--- config.mk ---
export PLATFORM = sky130hd
export DESIGN_NAME = rst_sequencer
export DESIGN_NICKNAME = d
export VERILOG_FILES = /design/src/rtl/rst_seq_pkg.sv /design/src/rtl/rst_sync_filter.sv /design/src/rtl/rst_sequencer.sv
export SDC_FILE = /design/constraint.sdc
export NUM_CORES = 1
export LEC_CHECK = 0
export CELL_PAD_IN_SITES_DETAIL_PLACEMENT = 0
export CELL_PAD_IN_SITES_GLOBAL_PLACEMENT = 1
export CORE_MARGIN = 1
export CORE_UTILIZATION = 47
export CTS_BUF_LIST = sky130_fd_sc_hd__clkbuf_4
export CTS_CLUSTER_DIAMETER = 200
export DETAILED_ROUTE_END_ITERATION = 8
export GPL_ROUTABILITY_DRIVEN = 0
export GPL_TIMING_DRIVEN = 0
export PLACE_DENSITY = 0.95
export RECOVER_POWER = 50
export SYNTH_ARGS = -nofsm -noshare
export SYNTH_HDL_FRONTEND = slang
export SYNTH_SLANG_ARGS = --single-unit
--- constraint.sdc ---
create_clock -name clk -period 5.1 [get_ports clk]
set_input_delay 0.51 -clock clk [delete_from_list [all_inputs] [get_ports clk]]
set_output_delay 0.51 -clock clk [all_outputs]
set_load 0.03 [all_outputs]
--- src/rtl/rst_seq_pkg.sv ---
// Shared state and reset-cause encodings for the reset sequencer.
package rst_seq_pkg;

    typedef enum logic [1:0] {
        IDLE_ASSERT = 2'd0,
        HOLD        = 2'd1,
        RELEASE     = 2'd2,
        RUN         = 2'd3
    } state_t;

    typedef enum logic [1:0] {
        POR = 2'd0,
        EXT = 2'd1,
        SW  = 2'd2
    } cause_t;

endpackage

--- src/rtl/rst_sync_filter.sv ---
// Synchronises the active-low external reset request and glitch-filters it
// into an active-high request req_f that only moves after FILTER stable edges.
module rst_sync_filter
    import rst_seq_pkg::*;
#(
    parameter int unsigned SYNC_STAGES = 2,
    parameter int unsigned FILTER      = 3
) (
    input  logic clk,
    input  logic rst,
    input  logic ext_rst_n,
    output logic req_f
);

    localparam int unsigned FCW = (FILTER > 1) ? $clog2(FILTER) : 1;

    logic [SYNC_STAGES-1:0] r_sync;
    logic [FCW-1:0]         r_fcnt;
    logic                   r_req_f;
    logic                   w_req_s;

    assign w_req_s = ~r_sync[SYNC_STAGES-1];
    assign req_f   = r_req_f;

    always_ff @(posedge clk) begin
        if (rst) begin
            r_sync  <= '0;
            r_fcnt  <= '0;
            r_req_f <= 1'b1;
        end else begin
            r_sync <= {r_sync[SYNC_STAGES-2:0], ext_rst_n};
            // any edge where s agrees with f restarts the stability count
            if (w_req_s != r_req_f) begin
                if (r_fcnt == FCW'(FILTER - 1)) begin
                    r_req_f <= w_req_s;
                    r_fcnt  <= '0;
                end else begin
                    r_fcnt <= r_fcnt + FCW'(1);
                end
            end else begin
                r_fcnt <= '0;
            end
        end
    end

endmodule

--- src/rtl/rst_sequencer.sv ---
// Reset sequencer: holds all domains in reset after a filtered request clears,
// then releases channels one by one with a fixed stagger and reports the cause.
module rst_sequencer
    import rst_seq_pkg::*;
#(
    parameter int unsigned NUM_CH      = 4,
    parameter int unsigned SYNC_STAGES = 2,
    parameter int unsigned FILTER      = 3,
    parameter int unsigned HOLD_CYCLES = 16,
    parameter int unsigned STAGGER     = 4
) (
    input  logic              clk,
    input  logic              rst,
    input  logic              ext_rst_n,
    input  logic              sw_rst,
    input  logic [NUM_CH-1:0] ch_hold,
    output logic [NUM_CH-1:0] rst_out,
    output logic              rst_done,
    output logic [1:0]        state,
    output logic [1:0]        rst_cause
);

    localparam int unsigned HCW = (HOLD_CYCLES > 1) ? $clog2(HOLD_CYCLES) : 1;
    localparam int unsigned SCW = (STAGGER > 1) ? $clog2(STAGGER) : 1;
    localparam int unsigned CHW = (NUM_CH > 1) ? $clog2(NUM_CH) : 1;

    state_t            r_state, w_state_nxt;
    cause_t            r_cause, w_cause_nxt;
    logic [HCW-1:0]    r_hcnt, w_hcnt_nxt;
    logic [SCW-1:0]    r_scnt, w_scnt_nxt;
    logic [CHW-1:0]    r_ch, w_ch_nxt;
    logic [NUM_CH-1:0] r_seq, w_seq_nxt;
    logic [NUM_CH-1:0] r_rst_out;
    logic              w_req_f;

    rst_sync_filter #(
        .SYNC_STAGES (SYNC_STAGES),
        .FILTER      (FILTER)
    ) u_sync_filter (
        .clk       (clk),
        .rst       (rst),
        .ext_rst_n (ext_rst_n),
        .req_f     (w_req_f)
    );

    always_ff @(posedge clk) begin
        if (rst) begin
            r_state   <= IDLE_ASSERT;
            r_cause   <= POR;
            r_hcnt    <= '0;
            r_scnt    <= '0;
            r_ch      <= '0;
            r_seq     <= '1;
            r_rst_out <= '1;
        end else begin
            r_state   <= w_state_nxt;
            r_cause   <= w_cause_nxt;
            r_hcnt    <= w_hcnt_nxt;
            r_scnt    <= w_scnt_nxt;
            r_ch      <= w_ch_nxt;
            r_seq     <= w_seq_nxt;
            // built from next-state sequencer bits so ch_hold is the only one-edge-late term
            r_rst_out <= w_seq_nxt | ch_hold;
        end
    end

    always_comb begin
        w_state_nxt = r_state;
        w_cause_nxt = r_cause;
        w_hcnt_nxt  = r_hcnt;
        w_scnt_nxt  = r_scnt;
        w_ch_nxt    = r_ch;
        w_seq_nxt   = r_seq;

        if (r_state != IDLE_ASSERT && (w_req_f || sw_rst)) begin
            w_state_nxt = IDLE_ASSERT;
            w_cause_nxt = w_req_f ? EXT : SW;
            w_hcnt_nxt  = '0;
            w_scnt_nxt  = '0;
            w_ch_nxt    = '0;
            w_seq_nxt   = '1;
        end else begin
            case (r_state)
                IDLE_ASSERT: begin
                    w_seq_nxt = '1;
                    if (sw_rst) begin
                        w_cause_nxt = SW;
                    end
                    if (!w_req_f) begin
                        w_state_nxt = HOLD;
                        w_hcnt_nxt  = '0;
                    end
                end
                HOLD: begin
                    if (r_hcnt == HCW'(HOLD_CYCLES - 1)) begin
                        w_seq_nxt[0] = 1'b0;
                        w_scnt_nxt   = '0;
                        w_ch_nxt     = CHW'(1);
                        w_state_nxt  = (NUM_CH == 1) ? RUN : RELEASE;
                    end else begin
                        w_hcnt_nxt = r_hcnt + HCW'(1);
                    end
                end
                RELEASE: begin
                    if (r_scnt == SCW'(STAGGER - 1)) begin
                        w_seq_nxt[r_ch] = 1'b0;
                        w_scnt_nxt      = '0;
                        if (r_ch == CHW'(NUM_CH - 1)) begin
                            w_state_nxt = RUN;
                        end else begin
                            w_ch_nxt = r_ch + CHW'(1);
                        end
                    end else begin
                        w_scnt_nxt = r_scnt + SCW'(1);
                    end
                end
                default: begin
                end
            endcase
        end
    end

    assign rst_out   = r_rst_out;
    assign rst_done  = (r_state == RUN);
    assign state     = r_state;
    assign rst_cause = r_cause;

endmodule

==> results.sh, run 1 <==
export IMPL_first_global_vias=975
export IMPL_ir_drop_uv=158
export IMPL_cp_required_ns=4.59
export IMPL_first_pass_iters=4
export IMPL_fp_dieW_um=54.1
export IMPL_max_freq_ghz=0.432
export IMPL_ctsResizeCount=0
export IMPL_synth_area_top_cells="dfxtp_1, ha_1, mux2i_1"
export IMPL_regToRegSetupSlack_ns=3.16
export IMPL_syn_inst=131
export IMPL_fin_crit_ns=2.32
export IMPL_worst_setup_path_type="flip-flop to output pin"
export IMPL_core_area_um2=2520
export IMPL_gr_total_overflow=0
export IMPL_cts_setup_buffers=0
export IMPL_ys_types=40
export IMPL_diodes=0
export IMPL_cts_tree="yes"
export IMPL_cp_max_fo=6
export IMPL_cts_buffer_depth=2
export IMPL_setup_tns_final_ns=0
export IMPL_synth_ff_type="dfxtp_1"
export IMPL_clkTransAtPathRegs_ns=0.13
export IMPL_grt_pass1_wl_um=4130
export IMPL_end_kind="output pin"
export IMPL_wl_per_cell_um=13.6
export IMPL_rsz0062_at_grt="false"
export IMPL_syn_mean_instance_area_um2=9.74
export IMPL_io_pins=17
export IMPL_yosysSeqAreaShare_pct=39.2
export IMPL_port_buffers=16
export IMPL_wl_um=2460
export IMPL_cp_arrival_ns=1.81
export IMPL_clkSinkCount=25
export IMPL_cts_hold_buf=0
export IMPL_grt_max_degree=14
export IMPL_row_count=18
export IMPL_root_buffer="clkbuf_4"
export IMPL_crit_path_start_kind="flip-flop"
export IMPL_synth_top_area_share_pct=39.2
export IMPL_cts_buffers=3
export IMPL_cpPeakStageDelay_ns=0.71
export IMPL_cp_cell_sequence="ha_1, clkdlybuf4s50_1"
export IMPL_ant_nets=0
export IMPL_drc=0
export IMPL_setup_viol=0
export IMPL_multi_input_area_um2=707
export IMPL_grt_use_total_pct=19.8
export IMPL_yosysTopAreaCell="dfxtp_1"
export IMPL_synth_seq_cells=25
export IMPL_drv_slew=0
export IMPL_area_delta_synth_final_pct=17.8
export IMPL_num_fill_cells=224
export IMPL_drtIter0Drc=10
export IMPL_tightest_slew_ns=0.900
export IMPL_final_layout_size_suffix_gt1_share_pct=9.27
export IMPL_slew_headroom_pct=39.4
export IMPL_power_mw=0.322
export IMPL_fin_worst_skew_ns=0.00276
export IMPL_powerDensity_nw_per_um2=214
export IMPL_finalHoldViolCount=0
export IMPL_min_path_type="flip-flop to flip-flop"
export IMPL_die_area_um2=2930
export IMPL_synthArstFlopShare_pct=0
export IMPL_power_leakage_nw=0.531
export IMPL_status="finished, final reports clean"
export IMPL_die_h_um=54.1
export IMPL_finalCritPeriodShare_pct=45.4
export IMPL_ctsHtreeMaxLevel=1
export IMPL_cp_slowest_cell="clkdlybuf4s50_1"
export IMPL_ys_warn_count=0
export IMPL_netlist_area_um2=1280
export IMPL_synth_fp_nets=151
export IMPL_via_count=1029
export IMPL_seqCellArea_um2=500
export IMPL_vias_per_cell=5.69
export IMPL_dp_hpwl_um=1870
export IMPL_clk_latency_ns=0.32
export IMPL_nets=172
export IMPL_drv_cap=0
export IMPL_synth_edf_count=0
export IMPL_antenna_found_initial=0
export IMPL_initial_core_util_pct=50.6
-- worst paths after layout --
kind,from,endpoint,cells past startpoint
worst max register to register,state[0],rst_out[1],4
worst max-delay path,state[0],rst_done,2
worst min-delay path,u_sync_filter.r_fcnt[0],u_sync_filter.r_fcnt[0],1
worst min register to register,u_sync_filter.r_fcnt[0],u_sync_filter.r_fcnt[0],1
-- flip-flops by register name, indices dropped and copies added (netlist names) --
register / flops
u_sync_filter.r_sync: 2
rst_out: 4
r_ch: 2
u_sync_filter.r_fcnt: 2
u_sync_filter.req_f: 1
r_scnt: 2
rst_cause: 2
r_hcnt: 4
state: 2
r_seq: 4
-- cells by family (layout without fill, tap and decap cells) --
family,count (synthesis),after routing,synth area share [%]
and+or+nand+nor,47,47,21.7
xor gates and xnor gates,1,1,0.686
AOI/OAI and AO/OA,27,27,17.4
muxes,5,5,3.92
DFF,25,25,39.2
adders and majority gates,12,12,11.8
buffers and inverters,14,34,5.39
-- where the power goes --
group | leakage, nW | internal (mW) | switching [mW]
sequential | 0.203 | 0.198 | 0.00161
clock | 0.0184 | 0.0360 | 0.0595
combinational | 0.310 | 0.0131 | 0.0139
-- critical path, delay by kind of cell, from the launching register on --
family | cells | cell delay [ns]
buffers and inverters | 1 | 0.71
adders and majority gates | 1 | 0.31
DFF | 1 | 0.46
-- cells in the final DEF, fill, tap and decap left out, types with 3 or more instances in the layout --
cell type         n
dfxtp_1          25
nand2_1          12
ha_1             12
nand3_1          10
clkdlybuf4s50_1  10
inv_1             9
a21oi_1           6
dlygate4sd3_1     6
mux2i_1           5
nand2b_1          4
nand3b_1          4
o211ai_1          4
clkbuf_4          4
nor2_1            3
-- per-layer routing --
layer	GRT usage (%)	share of wire (%)
met5	0	0
met1	22.2	44
met2	35.8	49
met3	3.11	4.5
met4	9.83	2.2
-- final cells by class --
cell class	count	share of cell area (%)
Clock buffer	4	2.00
Tap cell	30	2.50
Buffer	5	2.33
Timing Repair Buffer	16	10.6
Inverter	9	2.25
Multi-Input combinational cell	92	47.0
Sequential cell	25	33.3
-- metrics by stage --
step | area (µm²) | hold slack [ns] | worst slack [ns] | instances | util (%)
after CTS | 1500 | 0.425 | 2.77 | 181 | 59.6
after detailed placement | 1470 | 0.407 | 2.97 | 177 | 58.4
after global placement | 1470 | 0.399 | 3.00 | 177 | 58.4
final | 1500 | 0.422 | 2.78 | 181 | 59.6
after global routing | 1500 | 0.437 | 2.71 | 181 | 59.6
after floorplan | 1280 | 0.391 | 3.18 | 131 | -
-- synth_stat cells (2+ instances only) --
| cell type | instances |
|---|---|
| dfxtp_1 | 25 |
| inv_1 | 9 |
| nand2_1 | 12 |
| nand4_1 | 2 |
| o31ai_1 | 2 |
| nor2_1 | 3 |
| nand3b_1 | 4 |
| ha_1 | 12 |
| o211ai_1 | 4 |
| nor2b_1 | 2 |
| a21oi_1 | 6 |
| mux2i_1 | 5 |
| nand3_1 | 10 |
| a2111o_1 | 2 |
| buf_6 | 2 |
| clkbuf_1 | 2 |
| o21ai_0 | 2 |
| nand2b_1 | 4 |
| nor4_1 | 2 |
Note: power is estimated with default switching activity, not from simulation.
==> run 2: changes to the inputs <==
CORE_UTILIZATION = 43   (was 47)
PLACE_DENSITY = 0.9   (was 0.95)
clock period = 2.2 ns   (was 5.1 ns; I/O delays follow)
==> results.sh, run 2 (synthesis gave the netlist of run 1 again) <==
export IMPL_status="finished, final reports clean"
export IMPL_final_cell_mix="dfxtp_1, nand2_1, ha_1, nand3_1"
export IMPL_nets=172
export IMPL_cts_buffer_depth=2
export IMPL_fin_area_um2=1510
export IMPL_io_pins=17
export IMPL_area_delta_synth_final_pct=17.9
export IMPL_setup_viol=0
export IMPL_cts_tree="yes"
export IMPL_drtIter0Drc=19
export IMPL_endpoint="rst_done"
export IMPL_ir_drop_uv=425
export IMPL_clkTransAtPathRegs_ns=0.14
export IMPL_row_count=19
export IMPL_final_layout_size_suffix_gt1_share_pct=9.27
export IMPL_critPathLaunch="state[0]"
export IMPL_clkSinkCount=25
export IMPL_antenna_found_initial=0
export IMPL_cp_required_ns=1.98
export IMPL_cts_hold_buf=0
export IMPL_final_common_cell="dfxtp_1"
export IMPL_grt_use_total_pct=16.9
export IMPL_cp_max_fo=6
export IMPL_max_freq_ghz=0.494
export IMPL_gr_total_overflow=0
export IMPL_port_buffers=16
export IMPL_grt_max_degree=14
export IMPL_wl_um=2460
export IMPL_cp_arrival_ns=1.80
export IMPL_min_path_type="flip-flop to flip-flop"
export IMPL_worst_setup_path_type="flip-flop to output pin"
export IMPL_rsz0062_at_grt="false"
export IMPL_num_fill_cells=258
export IMPL_whs_ns=0.437
export IMPL_diodes=0
export IMPL_vias_per_cell=5.52
export IMPL_ctsHtreeMaxLevel=1
export IMPL_die_area_um2=3190
export IMPL_fin_crit_ns=2.02
export IMPL_wl_per_cell_um=13.5
export IMPL_reg2reg_from="state[0]"
export IMPL_first_global_vias=1016
export IMPL_multi_input_area_um2=707
export IMPL_regToRegSetupSlack_ns=0.20
export IMPL_finalHoldViolCount=0
export IMPL_post_dp_cell_area_um2=1480
export IMPL_via_count=1004
export IMPL_crit_path_start_kind="flip-flop"
export IMPL_fp_dieW_um=56.5
export IMPL_die_h_um=56.5
export IMPL_drv_cap=0
export IMPL_dp_hpwl_um=1880
export IMPL_r2r_end="rst_out[3]"
export IMPL_slew_headroom_pct=34.9
export IMPL_initial_core_util_pct=45.9
export IMPL_seqCellArea_um2=500
export IMPL_tightest_slew_ns=0.967
export IMPL_grt_pass1_wl_um=4310
export IMPL_end_kind="output pin"
export IMPL_ant_nets=0
export IMPL_fin_worst_skew_ns=0.0132
export IMPL_cts_buffers=3
export IMPL_ctsResizeCount=0
export IMPL_drc=0
export IMPL_first_pass_iters=4
export IMPL_drv_slew=0
export IMPL_powerDensity_nw_per_um2=494
export IMPL_core_area_um2=2780
export IMPL_setup_tns_final_ns=0
export IMPL_clk_latency_ns=0.32
export IMPL_reg2regPathDepth=4
export IMPL_fin_ws_ns=0.177
export IMPL_root_buffer="clkbuf_4"
export IMPL_power_leakage_nw=0.541
export IMPL_power_mw=0.744
export IMPL_cts_setup_buffers=0
export IMPL_pre_cts_ws_ns=0.176
export IMPL_finalCritPeriodShare_pct=92.0
-- run 2: cell count changes in the layout (fill, tap and decap cells not counted) --
cell / delta
dlygate4sd3_1: +3
clkdlybuf4s50_1: -3
-- run 2: area by class of cell --
cell class              instances  area share (%)
clock buffers                   4            2.00
well taps                      31            2.58
inverters                       9            2.24
plain buffers                   5            2.33
multi-input cells              92            47.0
repair buffers                 16            10.6
flip-flops and latches         25            33.3
-- run 2: per-layer routing --
metal  global-route usage, %  share of wire [%]
met4                    5.57               0.86
met1                    21.7                 49
met2                    29.2                 48
met5                       0                  0
met3                    2.07                1.6
-- run 2: worst min path at each step --
stage,from,end,cells after the start
after floorplan,rst,rst_cause[0],1
after global placement,u_sync_filter.r_fcnt[0],u_sync_filter.r_fcnt[0],1
after detailed placement,u_sync_filter.r_fcnt[0],u_sync_filter.r_fcnt[0],1
after CTS,u_sync_filter.r_fcnt[0],u_sync_filter.r_fcnt[0],1
after global routing,ext_rst_n,u_sync_filter.r_sync[0],2
final,u_sync_filter.r_fcnt[0],u_sync_filter.r_fcnt[0],1
-- run 2: power breakdown --
group,total [mW],switching (mW),leakage (nW),internal (mW)
clock,0.220,0.137,0.0184,0.0831
sequential,0.462,0.00366,0.203,0.458
combinational,0.0621,0.0321,0.320,0.0300
total,0.744,0.172,0.541,0.571
-- run 2: per-stage QoR --
step | util (%) | instances
finish | 54.1 | 182
global route | 54.1 | 182
CTS | 54.1 | 182
detailed placement | 53.0 | 178
global placement | 53.0 | 178
floorplan | - | 131
-- run 2: worst max-delay path: stages, from the launching register on --
cell,delay (ns)
dfxtp_1,0.45
ha_1,0.33
clkdlybuf4s50_1,0.72
==> run 3: changes to the inputs <==
--- a/config.mk
+++ b/config.mk
@@ -15,5 +15,5 @@
 export GPL_ROUTABILITY_DRIVEN = 0
 export GPL_TIMING_DRIVEN = 0
-export PLACE_DENSITY = 0.9
+export PLACE_DENSITY = 0.84
 export RECOVER_POWER = 50
 export SYNTH_ARGS = -nofsm -noshare
==> constraint.sdc (replaced) <==
create_clock -name clk -period 2.2 [get_ports clk]
set_input_delay 0.22 -clock clk [delete_from_list [all_inputs] [get_ports clk]]
set_output_delay 0.22 -clock clk [all_outputs]
set_load 0.05 [all_outputs]
==> results.sh, run 3 (synthesis gave the netlist of run 1 again) <==
export IMPL_root_buffer="clkbuf_4"
export IMPL_reg2regPathDepth=5
export IMPL_via_count=1020
export IMPL_slew_headroom_pct=62.2
export IMPL_fin_worst_skew_ns=0.00402
export IMPL_cts_hold_buf=0
export IMPL_grt_max_degree=14
export IMPL_critPathLaunch="state[0]"
export IMPL_io_pins=17
export IMPL_drtIter0Drc=19
export IMPL_max_freq_ghz=0.533
export IMPL_final_common_cell="dfxtp_1"
export IMPL_regToRegSetupSlack_ns=0.32
export IMPL_fin_crit_ns=1.88
export IMPL_antenna_found_initial=0
export IMPL_clk_latency_ns=0.31
export IMPL_die_area_um2=3190
export IMPL_wl_um=2470
export IMPL_first_pass_iters=3
export IMPL_r2r_end="rst_out[0]"
export IMPL_setup_tns_final_ns=0
export IMPL_final_cell_mix="dfxtp_1, nand2_1, ha_1, nand3_1, inv_1"
export IMPL_drc=0
export IMPL_clkSinkCount=25
export IMPL_clkTransAtPathRegs_ns=0.13
export IMPL_ir_drop_uv=333
export IMPL_power_mw=0.743
export IMPL_vias_per_cell=5.60
export IMPL_grt_use_total_pct=17.4
export IMPL_powerDensity_nw_per_um2=491
export IMPL_multi_input_area_um2=713
export IMPL_grt_pass1_wl_um=4470
export IMPL_port_buffers=16
export IMPL_fin_area_um2=1510
export IMPL_finalHoldViolCount=0
export IMPL_wl_per_cell_um=13.6
export IMPL_cp_max_fo=10
export IMPL_gr_total_overflow=0
export IMPL_row_count=19
export IMPL_cp_required_ns=2.41
export IMPL_num_fill_cells=254
export IMPL_reg2reg_from="state[0]"
export IMPL_initial_core_util_pct=45.9
export IMPL_end_kind="flip-flop"
export IMPL_cts_buffer_depth=2
export IMPL_first_global_vias=990
export IMPL_drv_slew=0
export IMPL_endpoint="rst_out[0]"
export IMPL_final_layout_size_suffix_gt1_share_pct=9.93
export IMPL_tightest_slew_ns=0.562
export IMPL_ant_nets=0
export IMPL_setup_viol=0
export IMPL_drv_cap=0
export IMPL_crit_path_start_kind="flip-flop"
export IMPL_status="finished, final reports clean"
export IMPL_power_leakage_nw=0.553
export IMPL_post_dp_cell_area_um2=1480
export IMPL_finalCritPeriodShare_pct=85.3
export IMPL_worst_setup_path_type="flip-flop to flip-flop"
export IMPL_rsz0062_at_grt="false"
export IMPL_cp_arrival_ns=2.09
export IMPL_fp_dieW_um=56.5
export IMPL_diodes=0
export IMPL_seqCellArea_um2=500
export IMPL_core_area_um2=2780
export IMPL_min_path_type="flip-flop to flip-flop"
export IMPL_ctsHtreeMaxLevel=1
export IMPL_cts_tree="yes"
export IMPL_cts_buffers=3
export IMPL_nets=172
export IMPL_area_delta_synth_final_pct=18.6
export IMPL_dp_hpwl_um=1870
export IMPL_die_h_um=56.5
-- run 3: worst min path at each step --
stage	to	start	slack [ns]	depth (start not counted)
finish	u_sync_filter.r_fcnt[0]	u_sync_filter.r_fcnt[0]	0.43	1
global route	u_sync_filter.r_sync[0]	ext_rst_n	0.44	2
floorplan	rst_cause[0]	rst	0.29	1
global placement	u_sync_filter.r_fcnt[0]	u_sync_filter.r_fcnt[0]	0.40	1
detailed placement	u_sync_filter.r_fcnt[0]	u_sync_filter.r_fcnt[0]	0.41	1
CTS	u_sync_filter.r_fcnt[0]	u_sync_filter.r_fcnt[0]	0.43	1
-- run 3: cell type report --
type                            instances  area share [%]
Multi-Input combinational cell         92            47.1
Sequential cell                        25            33.1
Timing Repair Buffer                   16            10.7
Tap cell                               31            2.56
Buffer                                  5            2.31
Inverter                                9            2.23
Clock buffer                            4            1.98
-- run 3: what timing repair did --
| action | 4_1_cts | 5_1_grt |
|---|---|---|
| setup endpoints to repair | 0 | 3 |
| setup buffers | 0 | 0 |
| gates resized for setup | 0 | 2 |
-- run 3: where the power goes --
| group | switching, mW | internal (mW) |
|---|---|---|
| Combinational | 0.0362 | 0.0303 |
| Sequential | 0.00366 | 0.458 |
| Clock | 0.132 | 0.0830 |
| Total | 0.172 | 0.572 |
-- run 3: worst max-delay path, stage by stage (launching register included) --
cell and delay, ns:
dfxtp_1 0.46, inv_1 0.09, ha_1 0.21, clkbuf_1 0.22, a221o_1 0.39, a2111o_1 0.41
-- run 3: routing by layer --
| metal | track usage (%) | share of wire [%] |
|---|---|---|
| met5 | 0 | 0 |
| met1 | 24.8 | 52 |
| met4 | 5.23 | 0.89 |
| met2 | 27.2 | 44 |
| met3 | 2.30 | 2.6 |
-- run 3: stage by stage --
stage	setup WS, ns	std cells	utilization, %	hold slack (ns)
floorplan	0.128	131	-	0.289
global route	0.208	182	54.4	0.443
detailed placement	0.207	178	53.0	0.411
CTS	0.0240	182	54.1	0.429
finish	0.323	182	54.4	0.428
global placement	0.280	178	53.0	0.399
